## config.mk

```make
export PLATFORM = sky130hd
export DESIGN_NAME = mem_access_unit
export DESIGN_NICKNAME = d
export VERILOG_FILES = /design/src/rtl/mem_access_unit.sv
export SDC_FILE = /design/constraint.sdc
export NUM_CORES = 1
export LEC_CHECK = 0
export ABC_AREA = 0
export CAP_MARGIN = 20
export CELL_PAD_IN_SITES_DETAIL_PLACEMENT = 2
export CELL_PAD_IN_SITES_GLOBAL_PLACEMENT = 2
export CORE_ASPECT_RATIO = 0.75
export CORE_MARGIN = 2
export CORE_UTILIZATION = 30
export CTS_CLUSTER_DIAMETER = 100
export CTS_CLUSTER_SIZE = 8
export DETAILED_ROUTE_END_ITERATION = 7
export PLACE_DENSITY = 0.85
export SKIP_LAST_GASP = 1
export SLEW_MARGIN = 5
export SYNTH_ARGS = -nofsm -noshare
export SYNTH_HDL_FRONTEND = slang
export SYNTH_SLANG_ARGS = --single-unit
```

## constraint.sdc

```tcl
create_clock -name clk -period 6 [get_ports clk]
set_clock_uncertainty 0.2 [all_clocks]
set_input_delay 1.2 -clock clk [delete_from_list [all_inputs] [get_ports clk]]
set_output_delay 1.2 -clock clk [all_outputs]
set_load 0.05 [all_outputs]
```

## src/rtl/mem_access_unit.sv

```systemverilog
// Load/store master for a single-port word RAM: byte/halfword lane select with
// sign/zero extension, read-modify-write for sub-word stores, alignment checks.
module mem_access_unit #(
  parameter int ADDR_WIDTH = 12,
  parameter int DATA_WIDTH = 32
) (
  input  logic                  clk,
  input  logic                  reset,
  input  logic                  req_valid,
  output logic                  req_ready,
  input  logic                  req_wr,
  input  logic [1:0]            req_size,
  input  logic                  req_signed,
  input  logic [ADDR_WIDTH-1:0] req_addr,
  input  logic [DATA_WIDTH-1:0] req_wdata,
  output logic                  resp_valid,
  input  logic                  resp_ready,
  output logic [DATA_WIDTH-1:0] resp_rdata,
  output logic                  resp_err,
  output logic                  ram_en,
  output logic                  ram_wr,
  output logic [ADDR_WIDTH-3:0] ram_addr,
  output logic [DATA_WIDTH-1:0] ram_wdata,
  input  logic [DATA_WIDTH-1:0] ram_rdata
);

  typedef enum logic [2:0] {IDLE, LOAD, RMW_RD, WRITE, RESP} state_t;

  state_t          state;
  logic [1:0]      lo_q;
  logic [1:0]      size_q;
  logic            sgn_q;
  logic [15:0]     wd_q;
  logic            ram_en_q;
  logic            misaligned;
  logic [7:0]      byte_v;
  logic [15:0]     half_v;
  logic [DATA_WIDTH-1:0] load_val;
  logic [DATA_WIDTH-1:0] merge_val;

  // The RAM must never see an access while reset is held, even mid-operation.
  assign ram_en = ram_en_q & ~reset;

  always_comb begin
    misaligned = 1'b0;
    case (req_size)
      2'b01:   misaligned = req_addr[0];
      2'b10:   misaligned = (req_addr[1:0] != 2'b00);
      2'b11:   misaligned = 1'b1;
      default: misaligned = 1'b0;
    endcase
  end

  always_comb begin
    byte_v    = ram_rdata[{lo_q, 3'b000} +: 8];
    half_v    = ram_rdata[{lo_q[1], 4'b0000} +: 16];
    load_val  = ram_rdata;
    merge_val = ram_rdata;
    case (size_q)
      2'b00: begin
        load_val = {{(DATA_WIDTH-8){sgn_q & byte_v[7]}}, byte_v};
        merge_val[{lo_q, 3'b000} +: 8] = wd_q[7:0];
      end
      2'b01: begin
        load_val = {{(DATA_WIDTH-16){sgn_q & half_v[15]}}, half_v};
        merge_val[{lo_q[1], 4'b0000} +: 16] = wd_q;
      end
      default: begin
        load_val  = ram_rdata;
        merge_val = ram_rdata;
      end
    endcase
  end

  always_ff @(posedge clk) begin
    if (reset) begin
      state      <= IDLE;
      req_ready  <= 1'b1;
      resp_valid <= 1'b0;
      resp_rdata <= '0;
      resp_err   <= 1'b0;
      ram_en_q   <= 1'b0;
      ram_wr     <= 1'b0;
      ram_addr   <= '0;
      ram_wdata  <= '0;
      lo_q       <= '0;
      size_q     <= '0;
      sgn_q      <= 1'b0;
      wd_q       <= '0;
    end else begin
      case (state)
        IDLE: begin
          if (req_valid) begin
            req_ready <= 1'b0;
            lo_q      <= req_addr[1:0];
            size_q    <= req_size;
            sgn_q     <= req_signed;
            wd_q      <= req_wdata[15:0];
            if (misaligned) begin
              state      <= RESP;
              resp_valid <= 1'b1;
              resp_err   <= 1'b1;
              resp_rdata <= '0;
            end else begin
              ram_en_q <= 1'b1;
              ram_addr <= req_addr[ADDR_WIDTH-1:2];
              if (!req_wr) begin
                state  <= LOAD;
                ram_wr <= 1'b0;
              end else if (req_size == 2'b10) begin
                state     <= WRITE;
                ram_wr    <= 1'b1;
                ram_wdata <= req_wdata;
              end else begin
                state  <= RMW_RD;
                ram_wr <= 1'b0;
              end
            end
          end
        end
        LOAD: begin
          state      <= RESP;
          ram_en_q   <= 1'b0;
          ram_addr   <= '0;
          resp_valid <= 1'b1;
          resp_err   <= 1'b0;
          resp_rdata <= load_val;
        end
        RMW_RD: begin
          state     <= WRITE;
          ram_wr    <= 1'b1;
          ram_wdata <= merge_val;
        end
        WRITE: begin
          state      <= RESP;
          ram_en_q   <= 1'b0;
          ram_wr     <= 1'b0;
          ram_addr   <= '0;
          ram_wdata  <= '0;
          resp_valid <= 1'b1;
          resp_err   <= 1'b0;
          resp_rdata <= '0;
        end
        RESP: begin
          if (resp_ready) begin
            state      <= IDLE;
            resp_valid <= 1'b0;
            resp_err   <= 1'b0;
            resp_rdata <= '0;
            req_ready  <= 1'b1;
          end
        end
        default: begin
          state     <= IDLE;
          req_ready <= 1'b1;
        end
      endcase
    end
  end

endmodule

```

==> metrics <==
status=finished clean; most frequent cells in the layout=clkdlybuf4s50_1, nand2_1, dfxtp_1; Routed WL=approximately 25000 um; Synth Warn #=0; layout filler cell count=a little over 2000; CP Capture Type=flop; max frequency=0.2659 GHz; syn nets=between 700 and 800; Post-Synthesis Cells=640; Post-route DRC=0; number of synthesized flops with an enable pin=0; Post-Syn Area=between 0.005 and 0.006 sq mm; CP bufs+invs=2; syn_area_per_cell=8.753 sq um; hold endpoint=resp_rdata[8]; Total Neg Setup Slack=0 ns; global-route wire length before repair=37450 um; Critical Path AT=3.88 ns; Yosys cell types=52; Post-Route M1 WL=10910 um; largest net degree at the start of global routing=66; worst hold path type=reg -> reg; clock buffer depth=2; Placeable Area=about 0.018 sq mm; clock root cell=clkbuf_16; Max-slew headroom=27.49%; gpl congestion=0.8549; die area=0.01979 sq mm; ant diodes=0; Worst Path Required=6.12 ns; Worst-path clk slew=0.08 ns; DPL Wire Length=~18000 um; initial antenna violation count=0; HP Start=resp_rdata[8]; Num CTS Buffers=9; most area-hungry cell type in the Yosys netlist=dfxtp_1; Synth Register Bits=around 100; Initial Util=30.44%; unrepaired setup endpoints after global routing=false; max-cap violation count=0; Worst-Margin Slew=1.087 ns; drt via density=5.739; WL/cell=between 20 and 25 um; Yosys top cell area share=36.81%; Reg2Reg Depth=8; Setup Viol. Count Final=0; post-CTS setup repair buffer count=0; min cycle time layout=3.761 ns; Fin. Hold Viols=0; DRT iter0 DRCs=351; Seq/Total Area, Yosys=36.81%; Chip Height=122.3 um; area grow syn2layout=37.21%; clock sinks=a little over 100; Async S/R FF share, synth=0%; Setup crit start kind=input pin; reg-to-reg slack, setup=2.60 ns; Total GRT Usage=24.89%; Met3 Routed Length=1304 um; Final ANT Viol Nets=0; WS Path Type=in -> reg; PortBufs=162; first-pass detailed-route iteration total=4; Ports=163; Highest Signal Layer=met4; Max FO, Critical Path=23; R2R Path End=ram_wdata[30]; Critical Path Slowest Stage Cell=nor3b_4; vias in the first global route=~6200; r2r startpoint=lo_q[1]; fin. max-slew vios=0; Max VDD drop=around 130 uV; gr ovfl total=0; top cell family by delay on the critical path=compound AO/OA/AOI/OAI gates; commonest non-fill, non-tap cell in the layout=clkdlybuf4s50_1; htree depth=3; hold_buf cts=0; Synth area leaders=dfxtp_1, mux2i_1, nand2_1; met2 WL post-DR=between 10000 and 15000 um; Worst-Skew Late Latency=around 0.38 ns; PwrDens=between 200 and 250 mW/mm^2; layout cells sized above 1=under 10%; Placed Area=0.007361 sq mm; CP max stage delay=0.92 ns; design area=0.007686 sq mm; part of the cycle the worst path needs=a little over three fifths; LEAKAGE=0.002611 uW; Final #Nets=854; CTS resizes=0; vias=5831; row count=between 40 and 50; CP Cell Sequence=clkdlybuf4s50_1 > o21ai_0 > a211oi_2 > nor3b_4 > buf_4 > a22o_1; TritonCTS clock tree=built; hold path depth=1; Die Width=161.8 um; prevailing post-synth register cell=dfxtp_1
cell usage after synthesis, drive strengths merged, types with 2 or more instances:
library cell	count
nand2	108
dfxtp	103
nor2	47
mux2i	41
a21oi	34
a311oi	32
clkbuf	31
buf	28
a22o	27
a221o	25
nand2b	22
nand4	17
a2111o	13
o21ai	12
or3	11
inv	10
a221oi	8
nor3	8
o2111ai	7
o2bb2ai	7
nor4	6
ha	5
nor2b	5
nand3b	4
a21o	3
a211o	2
a211oi	2
nor3b	2
nor4bb	2
or2	2
per-layer routing:
layer  vias to the layer above  GRT usage (%)
met5                         -              0
met4                         0          10.07
met3                        43          5.035
met2                       190          42.37
met1                      2942          31.03
li1                       2656              -
cells by family (layout without fill, tap and decap cells):
logic type | Yosys count | after routing | share of synthesized area [%]
adders and majority gates | 5 | 5 | 1.117
and+or+nand+nor | 241 | 241 | 20.66
buffers and inverters | 69 | 198 | 5.651
muxes | 41 | 41 | 7.326
DFF | 103 | 103 | 36.81
AOI/OAI and AO/OA | 181 | 181 | 28.43
area by class of cell:
| cell class | count | area [sq um] | share of cell area (%) |
|---|---|---|---|
| Multi-Input combinational cell | 468 | 3244 | 42.21 |
| Sequential cell | 103 | 2063 | 26.84 |
| Timing Repair Buffer | 173 | 1727 | 22.46 |
| Tap cell | 247 | 309.0 | 4.021 |
| Clock buffer | 10 | 239.0 | 3.109 |
| Clock inverter | 5 | 66.31 | 0.8628 |
| Inverter | 10 | 37.54 | 0.4884 |
flip-flops by register name, summed over array words and instances (netlist names), 2 cells and up:
register	cells
size_q	2
resp_rdata	32
ram_wdata	32
wd_q	16
ram_addr	10
state	3
lo_q	2
metrics by stage:
step,util (%),instances,hold WS [ns],worst slack (ns),power (uW)
floorplan,-,640,0.2451,2.468,1068
global placement,39.85,999,0.2519,2.025,1242
detailed placement,40.00,1000,0.2601,1.679,1271
CTS,41.66,1015,0.2765,2.065,1908
global route,41.77,1016,0.2858,2.042,1979
finish,41.77,1016,0.2744,2.239,1900
worst max path at each step:
stage,slack (ns),cells past startpoint,end,start
6_report,2.24,6,resp_rdata[26],req_addr[0]
5_1_grt,2.04,6,resp_rdata[26],req_size[1]
4_1_cts,2.07,5,ram_addr[3],req_valid
3_5_place_dp,1.68,5,ram_addr[1],req_valid
3_3_place_gp,2.02,5,ram_addr[7],req_valid
2_1_floorplan,2.47,2,ram_en,reset
where the power goes:
group	leakage (uW)	switching (uW)	internal, uW
Clock	0.000147	299	338
Sequential	0.000838	41.7	720
Combinational	0.00163	309	193
No activity file was read; power rests on OpenSTA's default activity.
